## config.mk

```make
export PLATFORM = sky130hd
export DESIGN_NAME = instr_fetch
export DESIGN_NICKNAME = d
export VERILOG_FILES = /design/src/rtl/proc_pkg.sv /design/src/rtl/pc_counter.sv /design/src/rtl/instr_fetch.sv
export SDC_FILE = /design/constraint.sdc
export NUM_CORES = 1
export LEC_CHECK = 0
export BUFFER_PORTS_ARGS = -buffer_cell sky130_fd_sc_hd__buf_2
export CAP_MARGIN = 40
export CORE_UTILIZATION = 30
export DETAILED_ROUTE_END_ITERATION = 8
export GPL_TIMING_DRIVEN = 0
export HOLD_SLACK_MARGIN = 0.08
export SLEW_MARGIN = 20
export SYNTH_ARGS = -nofsm -noshare
export SYNTH_HDL_FRONTEND = slang
export SYNTH_SLANG_ARGS = --single-unit
```

## constraint.sdc

```tcl
create_clock -name Clock -period 3.9 [get_ports Clock]
set_input_delay 0.39 -clock Clock [delete_from_list [all_inputs] [get_ports Clock]]
set_output_delay 0.39 -clock Clock [all_outputs]
set_load 0.01 [all_outputs]
```

## src/rtl/proc_pkg.sv

```systemverilog
// Shared processor definitions: opcode field values and the fetch-unit state encoding.
package proc_pkg;

    localparam logic [2:0] OP_MV   = 3'b000;
    localparam logic [2:0] OP_MVI  = 3'b001;
    localparam logic [2:0] OP_ADD  = 3'b010;
    localparam logic [2:0] OP_SUB  = 3'b011;
    localparam logic [2:0] OP_HALT = 3'b111;

    typedef enum logic [2:0] {
        IDLE,
        FETCH_I,
        LOAD_I,
        LOAD_M,
        ISSUE,
        IMM,
        WAIT,
        HALTED
    } fetch_state_e;

    function automatic logic is_mvi(input logic [8:0] word);
        return word[8:6] == OP_MVI;
    endfunction

endpackage

```

## src/rtl/pc_counter.sv

```systemverilog
// Program counter for the fetch unit: clear to zero, increment, natural wrap at 2**ADDR_W.
module pc_counter #(
    parameter int ADDR_W = 5
) (
    input  logic              Clock,
    input  logic              Resetn,
    input  logic              load_zero,
    input  logic              inc,
    output logic [ADDR_W-1:0] pc
);

    logic [ADDR_W-1:0] pc_d;
    logic [ADDR_W-1:0] pc_q;

    always_comb begin
        pc_d = pc_q;
        if (load_zero) begin
            pc_d = '0;
        end else if (inc) begin
            pc_d = pc_q + ADDR_W'(1);
        end
    end

    always_ff @(posedge Clock or negedge Resetn) begin
        if (!Resetn) begin
            pc_q <= '0;
        end else begin
            pc_q <= pc_d;
        end
    end

    assign pc = pc_q;

endmodule

```

## src/rtl/instr_fetch.sv

```systemverilog
// Instruction fetch/issue sequencer feeding a multi-cycle processor from a synchronous program memory.
// Define FETCH_HALT_EN to make opcode 3'b111 stop fetching (state HALTED) instead of issuing it.
module instr_fetch
    import proc_pkg::*;
#(
    parameter int ADDR_W = 5
) (
    input  logic              Clock,
    input  logic              Resetn,
    input  logic              Start,
    output logic [ADDR_W-1:0] MemAddr,
    input  logic [8:0]        MemData,
    output logic [8:0]        DIN,
    output logic              Run,
    input  logic              Done,
    output logic              Busy,
    output logic              Halted
);

    fetch_state_e      state_d, state_q;
    logic [ADDR_W-1:0] mem_addr_d, mem_addr_q;
    logic [8:0]        din_d, din_q;
    logic [8:0]        ir_d, ir_q;
    logic [8:0]        imm_d, imm_q;
    logic              run_d, run_q;
    logic              busy_d, busy_q;
    logic              pc_load_zero;
    logic              pc_inc;
    logic [ADDR_W-1:0] pc;
    logic              halt_op;

`ifdef FETCH_HALT_EN
    assign halt_op = (MemData[8:6] == OP_HALT);
`else
    assign halt_op = 1'b0;
`endif

    pc_counter #(
        .ADDR_W(ADDR_W)
    ) u_pc (
        .Clock    (Clock),
        .Resetn   (Resetn),
        .load_zero(pc_load_zero),
        .inc      (pc_inc),
        .pc       (pc)
    );

    // The address register is one step ahead of the state: leaving FETCH_I it already
    // points at PC+1 so the immediate word of an mvi arrives during LOAD_M.
    always_comb begin
        state_d      = state_q;
        mem_addr_d   = mem_addr_q;
        din_d        = din_q;
        ir_d         = ir_q;
        imm_d        = imm_q;
        run_d        = 1'b0;
        pc_load_zero = 1'b0;
        pc_inc       = 1'b0;

        case (state_q)
            IDLE: begin
                if (Start) begin
                    pc_load_zero = 1'b1;
                    mem_addr_d   = '0;
                    state_d      = FETCH_I;
                end
            end
            FETCH_I: begin
                mem_addr_d = pc + ADDR_W'(1);
                state_d    = LOAD_I;
            end
            LOAD_I: begin
                ir_d = MemData;
                if (halt_op) begin
                    mem_addr_d = pc;
                    state_d    = HALTED;
                end else begin
                    pc_inc = 1'b1;
                    if (is_mvi(MemData)) begin
                        state_d = LOAD_M;
                    end else begin
                        din_d   = MemData;
                        run_d   = 1'b1;
                        state_d = ISSUE;
                    end
                end
            end
            LOAD_M: begin
                imm_d   = MemData;
                pc_inc  = 1'b1;
                din_d   = ir_q;
                run_d   = 1'b1;
                state_d = ISSUE;
            end
            ISSUE: begin
                if (is_mvi(ir_q)) begin
                    din_d   = imm_q;
                    state_d = IMM;
                end else begin
                    state_d = WAIT;
                end
            end
            IMM: begin
                if (Done) begin
                    mem_addr_d = pc;
                    state_d    = FETCH_I;
                end else begin
                    state_d = WAIT;
                end
            end
            WAIT: begin
                if (Done) begin
                    mem_addr_d = pc;
                    state_d    = FETCH_I;
                end
            end
            HALTED: begin
                state_d = HALTED;
            end
            default: begin
                state_d = IDLE;
            end
        endcase

        busy_d = (state_d != IDLE) && (state_d != HALTED);
    end

    always_ff @(posedge Clock or negedge Resetn) begin
        if (!Resetn) begin
            state_q    <= IDLE;
            mem_addr_q <= '0;
            din_q      <= '0;
            ir_q       <= '0;
            imm_q      <= '0;
            run_q      <= 1'b0;
            busy_q     <= 1'b0;
        end else begin
            state_q    <= state_d;
            mem_addr_q <= mem_addr_d;
            din_q      <= din_d;
            ir_q       <= ir_d;
            imm_q      <= imm_d;
            run_q      <= run_d;
            busy_q     <= busy_d;
        end
    end

`ifdef FETCH_HALT_EN
    logic halted_d, halted_q;

    assign halted_d = (state_d == HALTED);

    always_ff @(posedge Clock or negedge Resetn) begin
        if (!Resetn) begin
            halted_q <= 1'b0;
        end else begin
            halted_q <= halted_d;
        end
    end

    assign Halted = halted_q;
`else
    assign Halted = 1'b0;
`endif

    assign MemAddr = mem_addr_q;
    assign DIN     = din_q;
    assign Run     = run_q;
    assign Busy    = busy_q;

endmodule
```

Word-level counts from Yosys, hierarchy flattened
Index checks and enable logic that the tools add are counted.

Add/subtract/negate cells: 1. Equality and inequality tests: 14. Muxes and demuxes: 19. Reduce and logical (&&, ||, !) cells: 10.

Operator list (number): one-hot mux 9 bit (3 select lines) (1); one-hot mux 3 bit (8 select lines) (1); two-way mux 5 bit (4); two-way mux 9 bit (2); one-hot mux 5 bit (3 select lines) (1); equality test 3 bit, second input constant (4); two-way mux 3 bit (4); equality test 3 x 1 -> 1 bit, second input constant (3); nonzero test 3 bit (3); equality test 3 x 2 -> 1 bit, second input constant (2); inequality test 2 bit, second input constant (3); AND reduction 3 bit (2); adder 5 x 1 -> 5 bit, second input constant (1); two-way mux 1 bit (4); OR reduction 2 bit (2); logical NOT 3 bit (1); inequality test 3 bit, second input constant (1); two-way mux 2 bit (1); inequality test 2 x 1 -> 1 bit, second input constant (1); one-hot mux 1 bit (2 select lines) (1); nonzero test 2 bit (1); logical AND 1 bit (1).

Flip-flop bits (word level): 42. Input bits: 13. Output and inout port bits: 17. Logic and storage cells: 52.

Longest topological paths before layout
Gate-level depths: netlist (run 1).

Depth after elaboration: 5. Gate-level depth with buffers: 7. Depth with buffers taken out: 5.

By module
A second synthesis (run 1) with hierarchy kept.

Cell total of the unflattened synthesis: 207. Area total of the unflattened synthesis: 2215.9 µm².

By module, submodules not included: instr_fetch (times used 1, cells an instance 185, area an instance 1963.1 µm², sequential area each 925.9 µm²); pc_counter (times used 1, cells an instance 22, area an instance 252.7 µm², sequential area each 125.1 µm²).

Worst setup path after synthesis (run 1)
Ideal clock, no wire load.

Kind: reg2reg. From: reg state_q[2]. To: reg din_q[0], in the netlist DIN[0]. Library setup time: 79 ps. Data arrival time: 1876 ps. Required time: 3821 ps. Path slack: 1944 ps. Stages on the path, launching flop included: 8. Buffers on the path: 3. Period minus slack after synthesis: 1956 ps. Cells stage by stage: dfrtp_1 > buf_4 > or3b_1 > buf_6 > or4b_4 > a22oi_2 > buf_6 > mux2i_1.

Word-level cells in the longest chain between the ends: 3. Elaborated cells on any way between the ends: 8. Classes of those cells: 5 x eq/ne; 1 x mux; 2 x reduce/logical.

RTL lines: start: declaration (RTL line instr_fetch.sv:20) `fetch_state_e state_d, state_q;`; start signal: assignment (RTL line instr_fetch.sv:138) `state_q <= state_d;`; equality test 3 bit or equality test 3 x 2 -> 1 bit (tied branches) (RTL line instr_fetch.sv:60) `case (state_q)`; inequality test 2 bit (no source line) or nonzero test 3 bit (tied branches); AND reduction 3 bit (no source line); end signal: assignment (RTL line instr_fetch.sv:140) `din_q <= din_d;`; end: declaration (RTL line instr_fetch.sv:22) `logic [8:0] din_d, din_q;`.

Several ways; a longest one is shown, not always the timed one. A chain may end at the register's enable or synchronous reset.

Final worst setup path (run 1)
From: reg state_q[1]. To: reg din_q[6], in the netlist DIN[6].

The elaborated chain is that of the path after synthesis.

==> results of run 1 <==
-- metrics by stage --
step | setup WS, ns | area (µm²) | std cells | hold WS [ns] | util (%)
3_5_place_dp | 1.506 | 2444 | 333 | 0.3644 | 35.57
6_report | 1.513 | 2544 | 342 | 0.3670 | 37.03
4_1_cts | 1.502 | 2544 | 342 | 0.3575 | 37.03
5_1_grt | 1.280 | 2544 | 342 | 0.3672 | 37.03
2_1_floorplan | 1.944 | 2163 | 208 | 0.09441 | -
3_3_place_gp | 1.510 | 2424 | 332 | 0.4690 | 35.28
-- cells by family after synthesis --
| kind of cell | synth area share, % |
|---|---|
| and+or+nand+nor | 15.33 |
| AOI/OAI and AO/OA | 14.69 |
| DFF | 48.58 |
| muxes | 14.52 |
| buffers and inverters | 5.725 |
| adders and majority gates | 0.5783 |
| other | 0.1733 |
| xor gates and xnor gates | 0.4049 |
-- cell usage in the layout (no fill, tap or decap), drive strengths merged, types with 3 or more instances in the layout --
cell type / netlist / layout
a31oi: 3 / 3
nand2b: 3 / 3
nor2: 17 / 17
o221ai: 10 / 10
mux2: 19 / 19
a21oi: 6 / 6
nor2b: 4 / 4
nand2: 7 / 7
clkbuf: 9 / 14
inv: 13 / 13
nor3b: 10 / 10
o21ai: 21 / 21
mux2i: 10 / 10
buf: 5 / 34
dfrtp: 42 / 42
or3b: 3 / 3
nand3: 3 / 3
-- power by group through the flow --
stage | clock network, mW | logic (mW) | registers [mW]
floorplan | 0 | 0.720 | 0.824
global placement | 0 | 1.03 | 0.797
detailed placement | 0 | 1.05 | 0.804
CTS | 0.297 | 1.06 | 0.794
global route | 0.309 | 1.17 | 0.827
finish | 0.282 | 1.04 | 0.792
-- flip-flops by register name, summed over array words and instances (netlist names) --
signal and count:
DIN 9, imm_q 9, MemAddr 5, u_pc.pc 5
Busy 1, state_q 3, ir_q 9, Run 1
-- repair_timing --
item | CTS | global route
endpoints found under the setup margin | 0 | 0
gates resized for setup | 0 | 0
hold endpoints to repair | 17 | 0
buffers inserted | 0 | 0
hold buffers | 1 | 0
-- worst register-to-register path, stage by stage, from the launching register on --
cell and delay, ns:
dfrtp_1 0.45, clkbuf_1 0.26, nand3b_1 0.14, clkbuf_1 0.51, o21ai_1 0.48, o221ai_1 0.32, mux2i_1 0.11
-- cells in the mapped netlist (2+ instances only) --
cell and number:
dfrtp_1 42, o21ai_0 20, mux2_2 19, nor2_1 17, inv_1 13, mux2i_1 10, nor3b_1 10, o221ai_1 10
clkbuf_1 9, nand2_1 7, a21oi_1 6, nor2b_1 4, a31oi_1 3, nand2b_1 3, nand3_1 3, a22o_1 2
buf_4 2, buf_6 2, nor3_1 2, or3_1 2, or3b_2 2
-- layout make-up --
class	instances	area [µm²]	area share, %
clock inverter	3	21.27	0.8362
multi-input combinational	139	988.4	38.86
tap	96	120.1	4.722
inverter	13	48.80	1.918
sequential	42	1051	41.32
timing repair buffer	30	170.2	6.690
buffer	14	75.07	2.951
clock buffer	5	68.82	2.705
-- worst min path at each step --
stage                    start          to  slack, ns  depth (start not counted)
global route        MemData[4]     ir_q[4]       0.37                          2
global placement    MemAddr[0]  MemAddr[0]       0.47                          1
detailed placement      Resetn      DIN[8]       0.36                          1
finish              MemData[4]    imm_q[4]       0.37                          2
CTS                 MemData[4]    imm_q[4]       0.36                          2
floorplan               Resetn        Busy       0.09                          0
-- layer usage --
layer	up-vias	global-route usage, %	wire, µm
li1	822	-	-
met1	780	17.77	2265
met2	37	22.83	2203
met3	5	3.223	225
met4	0	5.152	49
met5	-	0	0
==> qor.csv, run 1 <==
stage;metric;value;unit
synthesis;Post-Syn Instances;208;
pwr;sequential share of power;37.5;%
floorplanning;core area;0.006869;mm²
routing;first-iteration detailed-routing DRC count;87;
global_route;gr ovfl total;0;
cts;CTS HTree Levels;2;
job;Max-Cap Viols;0;
synthesis;leading area contributor after synthesis;dfrtp_1;
routing;DRC violations left;0;
setup_path;r2r startpoint;state_q[1];
timing;RSZ-0062 raised after global routing;false;
worst_hold_path;Hold WC Path Type;in -> reg;
timing;final setup TNS;0;ns
timing;final critical-path share of the clock period;61.21;%
setup_path;origin of the worst setup path;state_q[1];
pwr;LEAKAGE;1.077;nW
floorplanning;# IOs;30;
cells_and_area;layout cells sized above 1;26.42;%
floorplanning;die footprint;0.007555;mm²
routing;Detailed Routing Iterations Pass 1;4;
cts;Root Driver;clkbuf_8;
setup_path;worst r2r path cells;6;
synthesis;EDFF count, synth;0;
setup_path;CP Capture Type;flip-flop;
setup_path;Worst R2R End;DIN[6];
timing;max_slew headroom;46.45;%
cts;Max Buffers Root-to-Sink;2;
floorplanning;Starting Density;31.49;%
synthesis;post-synthesis cell type count;41;
cells_and_area;nets@finish;259;
setup_path;crit path kind;reg -> reg;
routing;vias per cell;4.807;
global_route;Tot GR Track Use;13.89;%
synthesis;syn avg cell area;10.40;µm²
setup_path;Arrival @ worst endpoint;2.56;ns
setup_path;crit path cell chain;clkbuf_1 -> nand3b_1 -> clkbuf_1 -> o21ai_1 -> o221ai_1 -> mux2i_1;
setup_path;crit-path leading delay family;compound AO/OA/AOI/OAI gates;
outcome;status;completed;
synthesis;syn nets;222;
synthesis;Yosys Warn Count;0;
cts;Reg clk slew, reported paths;0.09;ns
setup_path;type of origin of the critical path;flip-flop;
setup_path;Critical Path Stages;6;
synthesis;largest cells by area after synthesis;dfrtp_1, mux2_2, mux2i_1;
global_route;first-pass GRT wire length;7976;µm
setup_path;Worst Path Required;4.08;ns
synthesis;sequential share of the synthesized area;48.58;%
routing;Final ANT Viol Nets;0;
setup_path;crit path max fanout;10;
synthesis;Primary FF master, synth;dfrtp_1;
cells_and_area;number of fillers in the final layout;696;
floorplanning;chip width;86.92;µm
timing;post-layout minimum cycle time;2.387;ns
timing;Final Max Slew Viols;0;
floorplanning;Die Y;86.92;µm
setup_path;Buf+Inv Stages, Crit Path;2;
pwr;Cell Int Power;1.262;mW
pwr;Switch Pwr;0.8509;mW
global_route;initial antenna violation count;0;
synthesis;Syn Std Cell Area;0.002163;mm²
placement;Port Buffer Count;28;
global_route;pin count of the biggest net entering global routing;26;
cells_and_area;diode count;0;
timing;Final Hold Fails;0;
cts;Clock Latency Late Sink;0.30;ns
pwr;clock power share;13.4;%
cts;Clock Sinks;42;
cts;CTS tree;yes;
pwr;Power, Total;2.113;mW
cts;Num CTS Buffers;5;
setup_path;CP max stage cell;clkbuf_1;
global_route;number of global-route vias before repair;1630;
timing;Clock Skews;0.01006;ns
pwr;combinational share of power;49.1;%
setup_path;critical path's largest stage delay;0.51;ns
placement;routability cong.;0.7640;
pwr;Pwr Density;830.7;mW/mm²
cells_and_area;area grow syn2layout;17.58;%
routing;Avg WL per Cell;13.87;µm
timing;Max Clock Freq;418.9;MHz
placement;Detailed Place HPWL;3309;µm
synthesis;post-synth top area share;48.58;%
setup_path;r2r setup slk;1.51;ns
synthesis;share of flip-flops with an asynchronous set or reset;100.0;%
floorplanning;row cnt;30;
synthesis;#FFs+latches synth;42;
setup_path;crit-path most repeated cell;clkbuf_1;
setup_path;Worst Setup EP;DIN[6];
timing;Slew @ Worst Pin;0.7979;ns
routing;Via Count;1644;
pwr;VDD IR-drop max;0.0003301;V
pwr;Switching Share;40.27;%
routing;DRT Wirelength;4744;µm
timing;# setup viols final;0;
No activity file was read; power rests on OpenSTA's default activity.
==> inputs of run 2 (changes only) <==
==> constraint.sdc (replaced) <==
create_clock -name Clock -period 2.2 [get_ports Clock]
set_input_delay 0.22 -clock Clock [delete_from_list [all_inputs] [get_ports Clock]]
set_output_delay 0.22 -clock Clock [all_outputs]
set_load 0.01 [all_outputs]
==> qor.csv, run 2 (same netlist as run 1, synthesis figures left out) <==
stage;metric;value;unit
outcome;status;completed;
worst_hold_path;Hold Crit Depth;2;
placement;routability cong.;0.7640;
setup_path;type of origin of the critical path;flip-flop;
worst_hold_path;Hold EP;ir_q[5];
setup_path;CP Capture Type;flip-flop;
cells_and_area;design area;0.002552;mm²
timing;RSZ-0062 raised after global routing;true;
global_route;pin count of the biggest net entering global routing;26;
worst_hold_path;HP Start;MemData[5];
cts;Root Driver;clkbuf_8;
floorplanning;# IOs;30;
floorplanning;Starting Density;31.49;%
placement;DP Worst Slack;-0.1939;ns
timing;Clock Skews;0.008494;ns
setup_path;Buf+Inv Stages, Crit Path;3;
cells_and_area;end-of-flow core utilization;37.16;%
cts;Clock Sinks;42;
setup_path;r2r setup slk;0.1;ns
cells_and_area;nets@finish;259;
worst_hold_path;Hold WC Path Type;in -> reg;
global_route;Tot GR Track Use;13.93;%
routing;first-iteration detailed-routing DRC count;91;
cts;Reg clk slew, reported paths;0.09;ns
placement;Placed Area;0.002444;mm²
global_route;gr ovfl total;0;
placement;Detailed Place HPWL;3309;µm
cells_and_area;number of fillers in the final layout;699;
timing;Max Clock Freq;476.1;MHz
setup_path;origin of the worst setup path;state_q[2];
setup_path;crit-path most repeated cell;buf_6;
setup_path;Arrival @ worst endpoint;2.32;ns
job;Max-Cap Viols;0;
timing;hold slack;0.1979;ns
timing;post-layout minimum cycle time;2.100;ns
routing;DRT Wirelength;4755;µm
cts;Clock Latency Late Sink;0.29;ns
floorplanning;chip width;86.92;µm
placement;Port Buffer Count;28;
setup_path;crit path kind;reg -> reg;
global_route;number of global-route vias before repair;1628;
setup_path;crit-path leading delay family;simple AND/OR/NAND/NOR gates;
cts;Num CTS Buffers;5;
routing;vias per cell;4.787;
routing;Via Count;1637;
routing;Avg WL per Cell;13.90;µm
cells_and_area;commonest non-fill, non-tap cells in the layout;dfrtp_1, buf_2, o21ai_0;
timing;# setup viols final;0;
pwr;Pwr Density;1473;mW/mm²
routing;Final ANT Viol Nets;0;
timing;Final Hold Fails;0;
setup_path;Worst R2R End;DIN[6];
setup_path;Worst Path Required;2.42;ns
global_route;initial antenna violation count;0;
routing;DRC violations left;0;
setup_path;CP max stage cell;or4b_4;
timing;Final WS setup;0.09980;ns
routing;Detailed Routing Iterations Pass 1;4;
cells_and_area;layout cells sized above 1;27.64;%
timing;Slew @ Worst Pin;0.7501;ns
cells_and_area;diode count;0;
pwr;VDD IR-drop max;0.0005969;V
cts;CTS HTree Levels;2;
setup_path;worst r2r path cells;7;
floorplanning;row cnt;30;
setup_path;crit path cell chain;buf_4 -> or3b_1 -> buf_6 -> or4b_4 -> a22oi_2 -> buf_6 -> mux2i_1;
floorplanning;die footprint;0.007555;mm²
timing;final critical-path share of the clock period;95.46;%
cts;CTS tree;yes;
timing;Final Max Slew Viols;0;
cts;Max Buffers Root-to-Sink;2;
pwr;LEAKAGE;1.080;nW
setup_path;crit path max fanout;10;
timing;max_slew headroom;50.00;%
floorplanning;core area;0.006869;mm²
cells_and_area;area grow syn2layout;17.99;%
global_route;first-pass GRT wire length;7976;µm
setup_path;r2r startpoint;state_q[2];
cells_and_area;most common cell after layout, fill and taps aside;dfrtp_1;
setup_path;critical path's largest stage delay;0.49;ns
floorplanning;Die Y;86.92;µm
==> run 2: changes by cell type in the layout (fill, tap and decap cells not counted) <==
cell / delta
buf_4: +1
clkbuf_1: -1
o21ai_1: -1
dfrtp_2: +1
o21ai_2: +1
dfrtp_1: -1
==> run 2: final cells by class <==
cell class                      count  area, µm²  share of cell area [%]
Sequential cell                    42       1052                   41.23
Multi-Input combinational cell    139      992.2                   38.87
Timing Repair Buffer               31      177.7                   6.961
Tap cell                           96      120.1                   4.706
Buffer                             13      71.32                   2.794
Clock buffer                        5      68.82                   2.696
Inverter                           13      48.80                   1.912
Clock inverter                      3      21.27                  0.8333
==> run 2: through the flow <==
stage	TNS (ns)	total power, mW	instances
after CTS	0	3.818	342
final	0	3.761	342
after detailed placement	-1.372	3.289	333
after global placement	-1.228	3.238	332
after global routing	-0.02213	4.096	342
after floorplan	0	2.738	208
==> run 2: layer usage <==
metal,global-route usage [%],vias up,part of all wire [%]
met5,0,-,0
met1,17.83,787,49
li1,-,816,-
met4,5.152,0,0.88
met2,22.91,30,46
met3,3.223,4,3.6
==> run 2: power breakdown <==
group / leakage [nW] / switching [mW] / internal, mW / total [mW]
combinational: 0.540 / 1.00 / 0.849 / 1.85
sequential: 0.496 / 0.231 / 1.17 / 1.41
clock: 0.0441 / 0.279 / 0.223 / 0.502
==> run 2: worst max path at each step <==
stage | depth (start not counted) | end | slack (ns)
after floorplan | 7 | DIN[0] | 0.24
after global placement | 6 | DIN[6] | -0.19
after detailed placement | 6 | DIN[6] | -0.19
after CTS | 6 | DIN[6] | 0.06
after global routing | 7 | DIN[6] | -0.01
final | 7 | DIN[6] | 0.1
==> run 2: what timing repair did <==
item	4_1_cts	5_1_grt
pin swaps	1	0
endpoints found under the setup margin	9	5
hold buffers	1	0
hold endpoints to repair	17	0
buffers inserted	1	0
gates resized for setup	1	1
==> inputs of run 3 (changes only) <==
--- a/config.mk
+++ b/config.mk
@@ -11,6 +11,7 @@
 export DETAILED_ROUTE_END_ITERATION = 8
 export GPL_TIMING_DRIVEN = 0
 export HOLD_SLACK_MARGIN = 0.08
+export PLACE_DENSITY = 0.49
 export SLEW_MARGIN = 20
 export SYNTH_ARGS = -nofsm -noshare
 export SYNTH_HDL_FRONTEND = slang
==> qor.csv, run 3 (same netlist as run 1, synthesis figures left out) <==
stage;metric;value;unit
timing;Clock Skews;0.002041;ns
setup_path;crit path cell chain;buf_6 -> or3b_4 -> or4b_4 -> a22oi_2 -> buf_6 -> mux2i_1;
setup_path;critical path's largest stage delay;0.52;ns
worst_hold_path;Hold EP;ir_q[1];
floorplanning;Die Y;86.92;µm
timing;# setup viols final;0;
global_route;gr ovfl total;0;
pwr;LEAKAGE;1.117;nW
global_route;first-pass GRT wire length;8542;µm
cells_and_area;area grow syn2layout;20.76;%
routing;Avg WL per Cell;15.01;µm
cells_and_area;Seq. cell area;0.001052;mm²
cells_and_area;layout cells sized above 1;29.08;%
placement;Port Buffer Count;28;
cells_and_area;area of the multi-input gates;991.0;µm²
cells_and_area;design area;0.002613;mm²
floorplanning;row cnt;30;
floorplanning;die footprint;0.007555;mm²
global_route;pin count of the biggest net entering global routing;23;
cts;Clock Latency Late Sink;0.29;ns
routing;first-iteration detailed-routing DRC count;73;
cts;CTS HTree Levels;2;
routing;Via Count;1669;
routing;DRT Wirelength;5210;µm
routing;DRC violations left;0;
cts;Num CTS Buffers;5;
placement;Detailed Place HPWL;3565;µm
job;Max-Cap Viols;0;
outcome;status;completed;
setup_path;crit path kind;reg -> reg;
cells_and_area;number of fillers in the final layout;706;
floorplanning;chip width;86.92;µm
timing;RSZ-0062 raised after global routing;false;
timing;Max Clock Freq;481.6;MHz
cts;Max Buffers Root-to-Sink;2;
setup_path;CP max stage cell;or4b_4;
routing;vias per cell;4.810;
floorplanning;Starting Density;31.49;%
global_route;number of global-route vias before repair;1654;
routing;Detailed Routing Iterations Pass 1;4;
floorplanning;core area;0.006869;mm²
timing;post-layout minimum cycle time;2.076;ns
timing;Final Hold Fails;0;
cells_and_area;commonest non-fill, non-tap cells in the layout;dfrtp_1, buf_2, o21ai_0;
floorplanning;# IOs;30;
setup_path;crit-path most repeated cell;buf_6;
worst_hold_path;HP Start;MemData[1];
setup_path;Buf+Inv Stages, Crit Path;2;
setup_path;Arrival @ worst endpoint;2.30;ns
timing;final critical-path share of the clock period;94.39;%
worst_hold_path;Hold Crit Depth;2;
timing;Final Max Slew Viols;0;
timing;final setup TNS;0;ns
setup_path;crit-path leading delay family;simple AND/OR/NAND/NOR gates;
timing;max_slew headroom;47.33;%
global_route;initial antenna violation count;0;
setup_path;Worst R2R End;DIN[0];
setup_path;r2r startpoint;state_q[2];
setup_path;r2r setup slk;0.12;ns
setup_path;Worst Path Required;2.42;ns
cells_and_area;most common cell after layout, fill and taps aside;dfrtp_1;
setup_path;type of origin of the critical path;flip-flop;
global_route;Tot GR Track Use;15.11;%
placement;Placed Area;0.002451;mm²
cells_and_area;nets@finish;264;
cts;Reg clk slew, reported paths;0.08;ns
pwr;VDD IR-drop max;0.0005726;V
cts;Root Driver;clkbuf_8;
cts;CTS tree;yes;
setup_path;crit path max fanout;9;
pwr;Pwr Density;1521;mW/mm²
routing;Final ANT Viol Nets;0;
setup_path;worst r2r path cells;6;
cts;Clock Sinks;42;
setup_path;CP Capture Type;flip-flop;
cells_and_area;diode count;0;
placement;routability cong.;0.7456;
worst_hold_path;Hold WC Path Type;in -> reg;
timing;Slew @ Worst Pin;0.7901;ns
-- run 3: area by class of cell --
type,instances,share of cell area [%]
plain buffers,12,2.443
repair buffers,37,8.669
flip-flops and latches,42,40.28
inverters,13,1.868
multi-input cells,139,37.93
well taps,96,4.598
clock buffers,8,4.215
-- run 3: worst reg2reg max path, stage by stage, from the launching register on --
cell	delay, ns
dfrtp_1	0.35
buf_6	0.12
or3b_4	0.41
or4b_4	0.52
a22oi_2	0.24
buf_6	0.18
mux2i_1	0.19
-- run 3: worst max path at each step --
| stage | from | end | slack (ns) | cells past startpoint |
|---|---|---|---|---|
| 6_report | state_q[2] | DIN[0] | 0.12 | 6 |
| 5_1_grt | state_q[0] | DIN[6] | 0.009 | 6 |
| 4_1_cts | state_q[2] | DIN[0] | 0.04 | 7 |
| 3_5_place_dp | state_q[1] | DIN[0] | -0.11 | 7 |
| 3_3_place_gp | state_q[1] | DIN[5] | -0.26 | 6 |
| 2_1_floorplan | state_q[2] | DIN[0] | 0.24 | 7 |
-- run 3: repair_timing --
action | in CTS | in global routing
gates resized for setup | 0 | 6
hold endpoints to repair | 20 | 0
cloned | 0 | 1
setup endpoints to repair | 8 | 8
hold buffers | 1 | 0
pin swaps | 1 | 1
setup buffers | 1 | 4
-- run 3: power by group --
group / switching, mW / internal (mW) / total, mW
combinational: 1.04 / 0.921 / 1.96
clock: 0.272 / 0.317 / 0.589
sequential: 0.246 / 1.18 / 1.42
-- run 3: layer usage --
metal / wire (µm) / GRT usage [%] / vias up / share of wire [%]
li1: - / - / 828 / -
met1: 2580 / 20.36 / 801 / 50
met2: 2379 / 23.91 / 32 / 46
met3: 180 / 3.412 / 8 / 3.5
met4: 70 / 5.152 / 0 / 1.3
met5: 0 / 0 / - / 0
-- run 3: stage by stage --
stage / setup WS [ns] / instances / total power [mW] / util [%] / hold WS (ns)
finish: 0.1235 / 347 / 3.974 / 38.03 / 0.1988
global route: 0.009012 / 347 / 4.308 / 38.03 / 0.2001
CTS: 0.04055 / 343 / 3.946 / 37.49 / 0.1920
detailed placement: -0.1127 / 334 / 3.337 / 35.68 / 0.2314
global placement: -0.2601 / 332 / 3.278 / 35.28 / 0.4513
floorplan: 0.2443 / 208 / 2.738 / - / -0.07559
